`src/rtl/la_bridge_pkg.sv`:
```
// Purpose: shared types and constants for the LA bitstream bridge.
// Latency: n/a (declarations only).
// Backpressure: n/a.
// Contents: result-channel FSM state enum and the bit positions of la_flags_o.
package la_bridge_pkg;

  typedef enum logic {
    R_IDLE = 1'b0,
    R_WAIT = 1'b1
  } res_state_e;

  localparam int FLG_EMPTY = 0;
  localparam int FLG_FULL  = 1;
  localparam int FLG_OVF   = 2;

endpackage

```
`src/rtl/la_sync_fifo.sv`:
```
// Purpose: single-clock FIFO with wrap-bit pointers and a synchronous flush.
// Latency: a push is visible on head_o the cycle after it is accepted.
// Backpressure: none internally; the caller only pushes when not full (or when popping) and only pops when not empty.
// Ports: clk_i/rst_i clock and sync reset; flush_i clears the pointers and overrides push_i/pop_i;
//        push_i/push_data_i write; pop_i advances the head; head_o/count_o/full_o/empty_o report state.
module la_sync_fifo #(
  parameter int DATA_W = 16,
  parameter int DEPTH  = 8
) (
  input  logic                     clk_i,
  input  logic                     rst_i,
  input  logic                     flush_i,
  input  logic                     push_i,
  input  logic [DATA_W-1:0]        push_data_i,
  input  logic                     pop_i,
  output logic [DATA_W-1:0]        head_o,
  output logic [$clog2(DEPTH):0]   count_o,
  output logic                     full_o,
  output logic                     empty_o
);

  localparam int AW    = $clog2(DEPTH);
  localparam int LVL_W = AW + 1;

  logic [DATA_W-1:0] mem_q [DEPTH];
  logic [LVL_W-1:0]  wr_ptr_q, wr_ptr_d;
  logic [LVL_W-1:0]  rd_ptr_q, rd_ptr_d;

  always_comb begin
    wr_ptr_d = wr_ptr_q;
    rd_ptr_d = rd_ptr_q;
    if (flush_i) begin
      wr_ptr_d = '0;
      rd_ptr_d = '0;
    end else begin
      if (push_i) wr_ptr_d = wr_ptr_q + 1'b1;
      if (pop_i)  rd_ptr_d = rd_ptr_q + 1'b1;
    end
  end

  always_ff @(posedge clk_i) begin
    if (rst_i) begin
      wr_ptr_q <= '0;
      rd_ptr_q <= '0;
    end else begin
      wr_ptr_q <= wr_ptr_d;
      rd_ptr_q <= rd_ptr_d;
    end
  end

  // Storage carries no reset; the pointers alone define which entries are live.
  // On push+pop while full, the write slot equals the slot being read this cycle,
  // which is safe because head_o reflects the pre-edge contents.
  always_ff @(posedge clk_i) begin
    if (push_i && !flush_i) begin
      mem_q[wr_ptr_q[AW-1:0]] <= push_data_i;
    end
  end

  assign head_o  = mem_q[rd_ptr_q[AW-1:0]];
  assign count_o = wr_ptr_q - rd_ptr_q;
  assign empty_o = (wr_ptr_q == rd_ptr_q);
  // Same index, opposite wrap bit: the writer is exactly one lap ahead.
  assign full_o  = ((wr_ptr_q ^ rd_ptr_q) == {1'b1, {AW{1'b0}}});

endmodule

```
`src/rtl/la_bitstream_bridge.sv`:
```
// Purpose: LA-bit bridge feeding host bitstream words to the decoder and returning decoder results.
// Latency: host toggle at cycle N -> word on m_data_o at N+1 (empty FIFO); result visible on la_res_o 1 cycle after handshake.
// Backpressure: host writes to a full FIFO are dropped and set a sticky overflow flag; results stall (res_ready_o=0) until the host echoes the toggle.
// Ports: wb_clk_i/wb_rst_i clock and sync reset; la_* host side (enable, flush, write word + toggle,
//        result + toggle/ack, level, flags {ovf, full, empty}); m_* decoder input stream; res_* decoder result stream.
module la_bitstream_bridge
  import la_bridge_pkg::*;
#(
  parameter int DATA_W = 16,
  parameter int DEPTH  = 8,
  parameter int RES_W  = 8
) (
  input  logic                   wb_clk_i,
  input  logic                   wb_rst_i,
  input  logic                   la_en_i,
  input  logic                   la_flush_i,
  input  logic [DATA_W-1:0]      la_data_i,
  input  logic                   la_tog_i,
  output logic [DATA_W-1:0]      m_data_o,
  output logic                   m_valid_o,
  input  logic                   m_ready_i,
  input  logic [RES_W-1:0]       res_data_i,
  input  logic                   res_valid_i,
  output logic                   res_ready_o,
  output logic [RES_W-1:0]       la_res_o,
  output logic                   la_res_tog_o,
  input  logic                   la_res_ack_i,
  output logic [$clog2(DEPTH):0] la_level_o,
  output logic [2:0]             la_flags_o
);

  logic             tog_q;
  logic             wr_evt;
  logic             push_req, push_acc, pop;
  logic             ovf_q, ovf_d;
  logic             fifo_full, fifo_empty;
  res_state_e       state_q;
  logic [RES_W-1:0] res_q;
  logic             res_tog_q;

  // tog_q follows the pin unconditionally (also in reset), so an edge seen while
  // disabled is consumed rather than replayed when la_en_i rises.
  always_ff @(posedge wb_clk_i) begin
    tog_q <= la_tog_i;
  end

  assign wr_evt   = la_tog_i ^ tog_q;
  assign push_req = wr_evt && la_en_i && !la_flush_i;
  assign pop      = m_valid_o && m_ready_i && !la_flush_i;
  // A pop in the same cycle frees the slot, so a full FIFO can still accept.
  assign push_acc = push_req && (!fifo_full || pop);

  always_comb begin
    ovf_d = ovf_q;
    if (la_flush_i)                 ovf_d = 1'b0;
    else if (push_req && !push_acc) ovf_d = 1'b1;
  end

  always_ff @(posedge wb_clk_i) begin
    if (wb_rst_i) ovf_q <= 1'b0;
    else          ovf_q <= ovf_d;
  end

  la_sync_fifo #(
    .DATA_W (DATA_W),
    .DEPTH  (DEPTH)
  ) u_fifo (
    .clk_i       (wb_clk_i),
    .rst_i       (wb_rst_i),
    .flush_i     (la_flush_i),
    .push_i      (push_acc),
    .push_data_i (la_data_i),
    .pop_i       (pop),
    .head_o      (m_data_o),
    .count_o     (la_level_o),
    .full_o      (fifo_full),
    .empty_o     (fifo_empty)
  );

  assign m_valid_o             = !fifo_empty;
  assign la_flags_o[FLG_OVF]   = ovf_q;
  assign la_flags_o[FLG_FULL]  = fifo_full;
  assign la_flags_o[FLG_EMPTY] = fifo_empty;

  // Held low during reset so no result is taken while the FSM is being cleared.
  assign res_ready_o = (state_q == R_IDLE) && la_en_i && !wb_rst_i;

  always_ff @(posedge wb_clk_i) begin
    if (wb_rst_i) begin
      state_q   <= R_IDLE;
      res_q     <= '0;
      res_tog_q <= 1'b0;
    end else begin
      case (state_q)
        R_IDLE: begin
          if (res_valid_i && res_ready_o) begin
            res_q     <= res_data_i;
            res_tog_q <= ~res_tog_q;
            state_q   <= R_WAIT;
          end
        end
        R_WAIT: begin
          // Completes on the host echo regardless of la_en_i.
          if (la_res_ack_i == res_tog_q) state_q <= R_IDLE;
        end
        default: state_q <= R_IDLE;
      endcase
    end
  end

  assign la_res_o     = res_q;
  assign la_res_tog_o = res_tog_q;

endmodule

```
`config.mk`:
```
export PLATFORM = sky130hd
export DESIGN_NAME = la_bitstream_bridge
export DESIGN_NICKNAME = d
export VERILOG_FILES = /design/src/rtl/la_bridge_pkg.sv /design/src/rtl/la_sync_fifo.sv /design/src/rtl/la_bitstream_bridge.sv
export SDC_FILE = /design/constraint.sdc
export NUM_CORES = 1
export LEC_CHECK = 0
export CAP_MARGIN = 20
export CORE_ASPECT_RATIO = 1.25
export CORE_MARGIN = 1.5
export CORE_UTILIZATION = 25
export DETAILED_ROUTE_END_ITERATION = 6
export MAX_ROUTING_LAYER = met4
export PLACE_DENSITY = 0.39
export SLEW_MARGIN = 10
export SYNTH_ARGS = -nofsm -noshare
export SYNTH_HDL_FRONTEND = slang
export SYNTH_SLANG_ARGS = --single-unit
```
`constraint.sdc`:
```
create_clock -name wb_clk_i -period 4.4 [get_ports wb_clk_i]
set_input_delay 0.88 -clock wb_clk_i [delete_from_list [all_inputs] [get_ports wb_clk_i]]
set_output_delay 0.88 -clock wb_clk_i [all_outputs]
set_load 0.05 [all_outputs]
```
### After elaboration in Yosys (flattened, before gate mapping)

Memory sizes are Yosys's and may differ from the RTL's. A register that Yosys moved wholly into a read port is not among the register bits.
Cells that the tools add are included.

* bits in registers: 20
* memory bits (writable): 128
* bits of input ports: 32
* output and inout port bits: 34
* word-level logic and storage cells: 43
* memories kept: 1

Memories
* u_fifo.mem_q: depth 8, width 16, read ports 1, clocked after memory_dff 1, wr ports 1, RTL line la_sync_fifo.sv:25 `logic [DATA_W-1:0] mem_q [DEPTH];`

* $add $sub $neg: 3
* eq/ne operators: 3
* multiplexer cells: 7
* bitwise gates (word level): 4
* reductions and logical operators: 18

Operators with widths (number)
* logical AND 1 bit: 10
* adder 4 x 1 -> 4 bit (second input constant): 2
* 2-to-1 mux 3 bit: 2
* zero test 1 bit: 5
* equality test 4 bit: 1
* equality test 4 bit (second input constant): 1
* 2-to-1 mux 1 bit: 4
* subtractor 4 bit: 1
* XOR 4 bit: 1
* inverter 1 bit: 2
* case mux 1 bit (2 select lines): 1
* AND reduction 2 bit: 1
* OR reduction 2 bit: 1
* equality test 1 bit: 1
* logical OR 1 bit: 1
* XOR 1 bit: 1

### Depth between registers and ports, before layout

Gate-level depths: netlist of run 1.

* depth in word-level cells: 9
* depth in mapped cells: 7
* gate-level depth less buffers: 6

### Modules after synthesis

From an unflattened synthesis of run 1, not the netlist that was laid out.

* cells, all modules: 317
* area total of the unflattened synthesis: 6009.5 µm²

Modules (own cells, without submodules)
* la_sync_fifo: times used 1, cells each 256, area each 5507.8 µm², sequential area each 4063.9 µm²
* la_bitstream_bridge: times used 1, cells each 61, area each 501.7 µm², sequential area each 240.2 µm²

### Worst setup path before layout of run 1

Ideal clock, no wire load.

* path type: input-to-reg
* start: input port m_ready_i
* end: memory u_fifo.mem_q[3][0], enable pin
* library setup time: 430 ps
* data arrival time: 3052 ps
* required time: 3970 ps
* slack: 918 ps
* stages: 5
* cells stage by stage: nor2b_1 or3_1 clkbuf_2 nand2_1 nor4_1

* longest elaborated chain between the ends: 7

Ends and longest elaborated chain
* start: declaration: RTL line la_bitstream_bridge.sv:21 `input logic m_ready_i,`
* logical AND 1 bit (2 in series): RTL line la_bitstream_bridge.sv:49 `assign pop = m_valid_o && m_ready_i && !la_flush_i;`
* logical OR 1 bit: RTL line la_bitstream_bridge.sv:51 `assign push_acc = push_req && (!fifo_full || pop);`
* logical AND 1 bit: RTL line la_bitstream_bridge.sv:51
* logical AND 1 bit: RTL line la_sync_fifo.sv:55 `if (push_i && !flush_i) begin`
* 2-to-1 mux 1 bit: RTL line la_sync_fifo.sv:55
* 2-to-1 mux 1 bit (not written as such): RTL line la_sync_fifo.sv:56 `mem_q[wr_ptr_q[AW-1:0]] <= push_data_i;`
* end: declaration: RTL line la_sync_fifo.sv:25

Every way passes these cells.

### Worst setup path after layout of run 1

* start: input port wb_rst_i
* end: output port res_ready_o

* longest elaborated chain between the ends: 2

Ends and longest elaborated chain
* start: declaration: RTL line la_bitstream_bridge.sv:14 `input logic wb_rst_i,`
* zero test 1 bit: RTL line la_bitstream_bridge.sv:86 `assign res_ready_o = (state_q == R_IDLE) && la_en_i && !wb_rst_i;`
* logical AND 1 bit: RTL line la_bitstream_bridge.sv:86
* end: declaration: RTL line la_bitstream_bridge.sv:24 `output logic res_ready_o,`

Every way passes these cells.

==> results of run 1 <==
-- flip-flops by register name, indices dropped and copies added (netlist names), named ones only --
| register | count |
|---|---|
| u_fifo.mem_q | 128 |
| la_res_o | 8 |
| u_fifo.rd_ptr_q | 4 |
| u_fifo.wr_ptr_q | 4 |
| la_res_tog_o | 1 |
| ovf_q | 1 |
| state_q | 1 |
| tog_q | 1 |
-- worst max-delay path, stage by stage --
cell and delay [ns]:
clkdlybuf4s50_1 0.65, nor3b_1 0.38, clkdlybuf4s50_1 0.86
-- power groups by stage --
stage,sequential (mW),clock [mW],combinational [mW]
after detailed placement,1.60,0,0.138
after global routing,1.56,1.61,0.146
final,1.56,1.51,0.136
after global placement,1.60,0,0.136
after CTS,1.56,1.55,0.138
after floorplan,1.61,0,0.0567
-- worst max-delay path by stage --
stage,from,end,slack [ns],cells after the start
6_report,wb_rst_i,res_ready_o,0.74,3
5_1_grt,wb_rst_i,res_ready_o,0.57,3
4_1_cts,wb_rst_i,res_ready_o,0.70,3
3_5_place_dp,wb_rst_i,res_ready_o,0.72,3
3_3_place_gp,wb_rst_i,res_ready_o,0.74,3
2_1_floorplan,m_ready_i,u_fifo.mem_q[3][0],0.92,5
-- layout make-up --
class / instances / share of cell area [%]
Tap cell: 288 / 4.76
Clock inverter: 15 / 2.53
Multi-Input combinational cell: 144 / 19.9
Sequential cell: 151 / 56.9
Timing Repair Buffer: 76 / 9.85
Clock buffer: 17 / 5.62
Inverter: 9 / 0.446
-- cells in the final DEF, fill, tap and decap left out, types with 2 or more instances in the layout --
cell / n
bufinv_16: 3
edfxtp_1: 128
nand2_1: 23
clkdlybuf4s50_1: 65
nand3_1: 5
inv_1: 9
mux2_2: 16
nor4_2: 2
a21oi_1: 12
clkinv_4: 2
ha_1: 5
clkbuf_16: 17
and3_1: 2
nor3_2: 3
mux2i_1: 2
o21ai_0: 3
nand3b_1: 2
dfxtp_1: 22
nor2_1: 12
clkinvlp_4: 2
o211ai_1: 2
xor2_1: 5
mux4_2: 32
xnor2_1: 5
buf_4: 10
or2_2: 2
inv_6: 6
-- metal layers --
layer  share of wire, %  GRT usage [%]  up-vias
met5                  0              -        -
met4               0.95           3.26        0
met3                3.1           2.88       12
met2                 49           17.8       68
met1                 47           13.8     1536
li1                   -              -     1407
-- synthesized netlist by cell type (all sizes together) (2+ instances only) --
cell,instances,share of area (%)
mux2i,2,0.34
mux2,16,3.0
edfxtp,128,65
inv,9,0.57
or2,2,0.21
nor2,12,0.76
or3,2,0.23
nand3,5,0.42
o21ai,3,0.25
ha,5,1.1
nand2,23,1.5
nand3b,2,0.25
a21oi,12,1.0
o211ai,2,0.25
mux4,32,12
dfxtp,23,7.8
buf,13,1.3
clkbuf,5,0.34
nor4,2,0.21
xnor2,5,0.74
and3,2,0.21
nor3,4,0.34
xor2,5,0.74
-- cells by family after synthesis --
family | synth area share [%]
simple gates | 4.59
flops | 72.8
fa+ha+maj | 1.40
compound gates | 1.95
buf+inv | 2.18
xor+xnor | 1.48
mux | 15.6
==> flow_summary.toml, run 1 <==
[run_status]
status = "finished, final reports clean"

[setup_path]
setup.worst_path.start_class = "input port"
required_ns = 3.52
critPathKind = "input port to output pin"
crit_arrival_ns = 2.78
r2r-end = "u_fifo.mem_q[2][4]"
end_kind = "output pin"
cp_max_fo = 14
reg2reg_slack_ns = 1.91
reg2regPathDepth = 7
regToRegStartpoint = "u_fifo.wr_ptr_q[0]"

[clock_network]
cts.reportedPaths.clkPinSlew_ns = 0.06
clk_latency_ns = 0.41
post_cts_resized = 0
cts_buffers = 17
root_buffer = "clkbuf_16"
cts_setup_buffers = 0
cts_tree = "done"
cts.path.max_buffers = 2
cts_hold_buf = 0
cts_num_sinks = 151
cts_htree_levels = 4

[flow_run]
maxCapViolCount = 0

[floorplanning]
die_h_um = 175
fp.dieW_um = 141
die-area_um2 = 24600
num_rows = 62
core-area_um2 = 23100
start_util_pct = 25.6
num_io_pins = 66

[sta]
tightest_slew_ns = 0.525
hold_ws_ns = 0.460
clock_skew_ns = 0.00911
hold_violations = 0
max_slew_margin_pct = 64.9
period_needed_ns = 3.66
rsz0062_at_grt = "false"
finalWorstSetupSlack_ns = 0.738
fin_crit_sh_pct = 83.2
setup_violations = 0
final_max_slew_viol_count = 0
max_freq_mhz = 273
fin_tns_setup_ns = 0

[detailed_routing]
drc = 0
wl_per_cell_um = 17.8
routed_wl_um = 12500
vias = 3023
drt_iter0_markers = 130
ant_nets = 0
first_pass_iters = 4
via_per_inst = 4.32

[yosys]
synth-main-ff-cell = "edfxtp_1"
seq_area_frac_synth_pct = 72.8
netlist_instances = 322
synth-seq-cells = 151
yosys_warnings = 0
synth_area_um2 = 5910
synth_edf_count = 128
synthArstFlopShare_pct = 0
synth_nets = 360
synthDistinctLibCells = 35
synth_area_per_cell_um2 = 18.4

[power_and_ir_drop]
max-vdd-ir-drop_uv = 271
p_seq_share_pct = 48.8
p_switching_mw = 0.682
p_leak_nw = 2.43
swShare_pct = 21.3
power_mw = 3.21
internal_power_mw = 2.53
p_comb_share_pct = 4.2
p_per_area_nw_per_um2 = 424
clockPowerShare_pct = 47.0

[placed_design]
pre_cts_slack_ns = 0.716
dp_hpwl_um = 7110
globalplace.congestion = 0.696
placed_cell_area_um2 = 6950
place_inst = 668
port_buffers = 65

[global_routing]
grt_max_degree = 33
antenna_found_initial = 0
grtUsageTotal_pct = 11.1
grt_pass1_vias = 3288
grt_overflow_total = 0
grt_pass1_wl_um = 19200

[cells_and_area]
design_area_um2 = 7570
stdcell_count = 700
area_growth_pct = 28.0
nFillCells = 2258
seq_area_um2 = 4310
drive_gt1_share_pct = 24.5
multi_input_area_um2 = 1510
final_nets = 437
diodes = 0
final_util_pct = 32.7

[worst_hold_path]
whs_endpoint = "la_res_o[7]"
min_path_type = "register to register"
hold_path_depth = 2
min_from = "la_res_o[7]"
Power figures use the tool's default switching activity.
==> inputs of run 2 (changes only) <==
==> constraint.sdc (replaced) <==
create_clock -name wb_clk_i -period 3.4 [get_ports wb_clk_i]
set_input_delay 0.68 -clock wb_clk_i [delete_from_list [all_inputs] [get_ports wb_clk_i]]
set_output_delay 0.68 -clock wb_clk_i [all_outputs]
set_load 0.05 [all_outputs]
==> run 2 against run 1 <==
  * Hold slack got worse by 0.0054 ns
  * Cell area down 0.31%
  * Largest cell class unchanged
  * Global-route usage is 0.14 points lower
  * Largest power group unchanged
  * Clock skew is 0.0051 ns higher
  * Core utilization fell by 0.10 points
==> flow_summary.toml, run 2 (same netlist as run 1, synthesis figures left out) <==
[setup_path]
reg2reg_slack_ns = 0.91
crit_end = "m_valid_o"
setup.worst_path.start_class = "register"
reg2regPathDepth = 6
r2r-end = "u_fifo.mem_q[3][9]"
critPathLaunch = "u_fifo.wr_ptr_q[0]"
critPathKind = "register to output pin"
cp_max_fo = 7
end_kind = "output pin"
required_ns = 2.72
crit_arrival_ns = 2.58
regToRegStartpoint = "u_fifo.wr_ptr_q[2]"

[floorplanning]
start_util_pct = 25.6
die_h_um = 175
fp.dieW_um = 141
num_rows = 62
die-area_um2 = 24600
core-area_um2 = 23100
num_io_pins = 66

[sta]
setup_violations = 0
tightest_slew_ns = 0.522
period_needed_ns = 3.26
rsz0062_at_grt = "false"
max_slew_margin_pct = 65.2
final_max_slew_viol_count = 0
fin_tns_setup_ns = 0
max_freq_mhz = 307
clock_skew_ns = 0.0142
fin_crit_sh_pct = 95.7
hold_violations = 0

[placed_design]
dp_hpwl_um = 7350
globalplace.congestion = 0.723
port_buffers = 65
place_inst = 671

[power_and_ir_drop]
swShare_pct = 19.7
p_seq_share_pct = 49.1
p_comb_share_pct = 4.2
p_leak_nw = 2.47
p_switching_mw = 0.812
internal_power_mw = 3.31
p_per_area_nw_per_um2 = 547
clockPowerShare_pct = 46.7
max-vdd-ir-drop_uv = 326

[detailed_routing]
via_per_inst = 4.26
wl_met2_um = 6460
top_layer = "met4"
wl_met1_um = 5260
drc = 0
drt_iter0_markers = 108
first_pass_iters = 4
ant_nets = 0
vias = 2998
routed_wl_um = 12200
wl_per_cell_um = 17.3
route.met3.wl_um = 429

[clock_network]
cts_buffers = 17
cts_setup_buffers = 0
cts.reportedPaths.clkPinSlew_ns = 0.06
cts_htree_levels = 4
cts_num_sinks = 151
cts_tree = "done"
root_buffer = "clkbuf_16"
cts.path.max_buffers = 2
clk_latency_ns = 0.41
cts_hold_buf = 0
post_cts_resized = 2

[cells_and_area]
drive_gt1_share_pct = 28.4
nFillCells = 2236
final_util_pct = 32.6
largest_register_ffs = 128
final_nets = 440
layout_commonest_cell = "edfxtp_1"
layout_common_cells = "128 x edfxtp_1, 45 x clkdlybuf4s50_1, 32 x mux4_2"
stdcell_count = 703
diodes = 0
area_growth_pct = 27.6

[global_routing]
grt_pass1_vias = 3274
grtUsageTotal_pct = 10.9
grt_pass1_wl_um = 18900
grt_overflow_total = 0
antenna_found_initial = 0
grt_max_degree = 33

[worst_hold_path]
min_path_type = "register to register"
min_from = "la_res_o[4]"

[flow_run]
maxCapViolCount = 0

[run_status]
status = "finished, final reports clean"
==> run 2: cell count changes in the layout (fill, tap and decap cells not counted) <==
cell / before / now
inv_8: 1 / 0
clkinv_2: 1 / 2
clkdlybuf4s50_1: 65 / 45
dlymetal6s2s_1: 0 / 1
clkinvlp_4: 2 / 5
clkbuf_1: 0 / 2
clkinv_1: 0 / 1
buf_4: 10 / 30
clkinv_4: 2 / 1
inv_6: 6 / 0
dlygate4sd2_1: 0 / 2
bufinv_16: 3 / 4
==> run 2: layout make-up <==
type / instances / area (um2) / share of cell area [%]
Sequential cell: 151 / 4310 / 57.1
Multi-Input combinational cell: 144 / 1510 / 20.0
Timing Repair Buffer: 79 / 726 / 9.62
Clock buffer: 19 / 433 / 5.74
Tap cell: 288 / 360 / 4.78
Clock inverter: 13 / 180 / 2.39
Inverter: 9 / 33.8 / 0.448
==> run 2: how the worst min path moves through the flow <==
stage / slack [ns] / endpoint / cells past startpoint
CTS: 0.46 / la_res_o[4] / 2
finish: 0.45 / la_res_o[4] / 2
floorplan: 0.44 / ovf_q / 2
detailed placement: 0.45 / la_res_o[4] / 2
global placement: 0.44 / la_res_o[4] / 2
global route: 0.48 / la_res_o[4] / 2
==> run 2: critical path, cell delays in order, from the launching register on <==
cell,delay [ns]
dfxtp_1,0.45
inv_1,0.14
ha_1,0.32
nand3_1,0.20
or2_2,0.35
clkdlybuf4s50_1,0.71
==> run 2: power groups by stage <==
stage          clock, mW  sequential [mW]  combinational [mW]
6_report            1.93             2.03               0.172
2_1_floorplan          0             2.08              0.0734
4_1_cts             1.99             2.03               0.176
5_1_grt             2.07             2.03               0.186
3_3_place_gp           0             2.07               0.173
3_5_place_dp           0             2.07               0.176
==> run 2: layer usage <==
metal  up-vias  GRT usage (%)
met5         -              -
met4         0           3.13
met3         2           3.29
met2        66           18.6
met1      1515           12.5
li1       1415              -
==> run 2: stage by stage <==
stage	setup slack [ns]	instance area, um2	total power [mW]	hold WS [ns]
2_1_floorplan	0.104	5910	2.15	0.438
3_3_place_gp	0.477	6930	2.24	0.443
3_5_place_dp	0.445	6930	2.24	0.452
4_1_cts	0.102	7540	4.20	0.461
5_1_grt	0.00802	7540	4.28	0.481
6_report	0.145	7540	4.13	0.455
==> inputs of run 3 (changes only) <==
--- a/config.mk
+++ b/config.mk
@@ -12,6 +12,7 @@
 export DETAILED_ROUTE_END_ITERATION = 6
 export MAX_ROUTING_LAYER = met4
 export PLACE_DENSITY = 0.39
+export REMOVE_ABC_BUFFERS = 1
 export SLEW_MARGIN = 10
 export SYNTH_ARGS = -nofsm -noshare
 export SYNTH_HDL_FRONTEND = slang
==> run 3 against run 2 <==
  * Critical path depth is the same
  * Global-route usage up 0.26 points
  * Clock power about the same
==> flow_summary.toml, run 3 (same netlist as run 1, synthesis figures left out) <==
[power_and_ir_drop]
p_leak_nw = 2.46
p_per_area_nw_per_um2 = 547
power_mw = 4.11
max-vdd-ir-drop_uv = 345

[floorplanning]
core-area_um2 = 23100
start_util_pct = 25.6
die-area_um2 = 24600
fp.dieW_um = 141
num_io_pins = 66
num_rows = 62
die_h_um = 175

[setup_path]
crit_chain = "inv_1 -> ha_1 -> nand3_1 -> or2_2 -> clkdlybuf4s50_1"
regToRegStartpoint = "u_fifo.wr_ptr_q[2]"
critPathLaunch = "u_fifo.wr_ptr_q[0]"
critPathKind = "register to output pin"
path_buf_inv = 2
reg2regPathDepth = 6
crit_arrival_ns = 2.55
crit_end = "m_valid_o"
crit_family = "buffers and inverters"
setup.worst_path.start_class = "register"
required_ns = 2.72
max_stage_delay_ns = 0.71
cp_max_fo = 7
worstSetupPathDepth = 5
reg2reg_slack_ns = 0.97
r2r-end = "u_fifo.mem_q[0][13]"
end_kind = "output pin"
slowest_stage = "clkdlybuf4s50_1"

[clock_network]
root_buffer = "clkbuf_16"
cts.path.max_buffers = 2
cts_hold_buf = 0
cts_tree = "done"
clk_latency_ns = 0.42
cts.reportedPaths.clkPinSlew_ns = 0.06
cts_num_sinks = 151
cts_buffers = 17
cts_setup_buffers = 0
cts_htree_levels = 4

[sta]
max_freq_mhz = 309
fin_tns_setup_ns = 0
period_needed_ns = 3.23
clock_skew_ns = 0.0116
setup_violations = 0
fin_crit_sh_pct = 95.1
tightest_slew_ns = 0.521
rsz0062_at_grt = "false"
final_max_slew_viol_count = 0
max_slew_margin_pct = 65.2
hold_violations = 0

[placed_design]
dp_hpwl_um = 7100
globalplace.congestion = 0.696
place_inst = 669
port_buffers = 65

[detailed_routing]
drt_iter0_markers = 155
wl_per_cell_um = 17.8
drc = 0
routed_wl_um = 12500
via_per_inst = 4.32
vias = 3023
first_pass_iters = 4
ant_nets = 0

[cells_and_area]
final_nets = 438
diodes = 0
layout_common_cells = "128 x edfxtp_1, 45 x clkdlybuf4s50_1, 32 x mux4_2"
largest_register_ffs = 128
stdcell_count = 700
layout_commonest_cell = "edfxtp_1"
area_growth_pct = 27.1
drive_gt1_share_pct = 28.4

[flow_run]
maxCapViolCount = 0

[global_routing]
grt_overflow_total = 0
grt_pass1_wl_um = 19200
grtUsageTotal_pct = 11.2
grt_pass1_vias = 3277
antenna_found_initial = 0
grt_max_degree = 33

[run_status]
status = "finished, final reports clean"

[worst_hold_path]
min_path_type = "register to register"
==> run 3: changes by cell type in the layout (fill, tap and decap cells not counted) <==
cell        previous run  this run
buf_4                 30        28
clkinvlp_4             5         3
bufinv_16              4         3
clkbuf_1               2         1
inv_6                  0         5
clkinv_1               1         0
clkinv_2               2         1
==> run 3: worst reg2reg max path: stages (launching register included) <==
cell and delay (ns):
dfxtp_1 0.54, ha_1 0.34, nand3_1 0.22, or3_1 0.28, nand2_1 0.19, nor4_2 0.16
buf_4 0.36
==> run 3: how the worst min path moves through the flow <==
stage                start          end  slack, ns  cells past startpoint
2_1_floorplan      state_q      state_q       0.45                      2
3_3_place_gp   la_res_o[2]  la_res_o[2]       0.45                      2
3_5_place_dp   la_res_o[5]  la_res_o[5]       0.45                      2
4_1_cts        la_res_o[5]  la_res_o[5]       0.46                      2
5_1_grt        la_res_o[5]  la_res_o[5]       0.48                      2
6_report       la_res_o[5]  la_res_o[5]       0.46                      2
==> run 3: routing by layer <==
layer | GRT usage, % | up-vias | routed length, um
li1 | - | 1420 | -
met4 | 3.78 | 0 | 150
met5 | - | - | 0
met1 | 13.1 | 1520 | 5440
met3 | 3.26 | 11 | 488
met2 | 18.5 | 72 | 6380
==> run 3: what timing repair did <==
item | CTS | global route
gates resized for setup | 2 | 1
gates cloned | 0 | 0
endpoints found under the setup margin | 2 | 1
pin swaps | 0 | 0
==> run 3: power by group <==
| group | total, mW | internal, mW | switching [mW] |
|---|---|---|---|
| registers | 2.03 | 2.02 | 0.00541 |
| logic | 0.174 | 0.0715 | 0.102 |
| clock network | 1.91 | 1.16 | 0.752 |
| total | 4.11 | 3.25 | 0.859 |
==> run 3: area by class of cell <==
type | count | area, um2
Sequential cell | 151 | 4310
Timing Repair Buffer | 77 | 711
Inverter | 9 | 33.8
Multi-Input combinational cell | 144 | 1510
Clock buffer | 18 | 429
Clock inverter | 13 | 170
Fill cell | 2223 | 15600
Tap cell | 288 | 360
==> run 3: through the flow <==
stage / util, % / area (um2) / worst slack [ns] / hold slack [ns]
4_1_cts: 32.5 / 7510 / 0.0773 / 0.459
2_1_floorplan: - / 5820 / 0.130 / 0.449
3_5_place_dp: 29.9 / 6920 / 0.443 / 0.450
6_report: 32.5 / 7510 / 0.166 / 0.455
5_1_grt: 32.5 / 7510 / 0.00580 / 0.479
3_3_place_gp: 29.9 / 6920 / 0.464 / 0.446
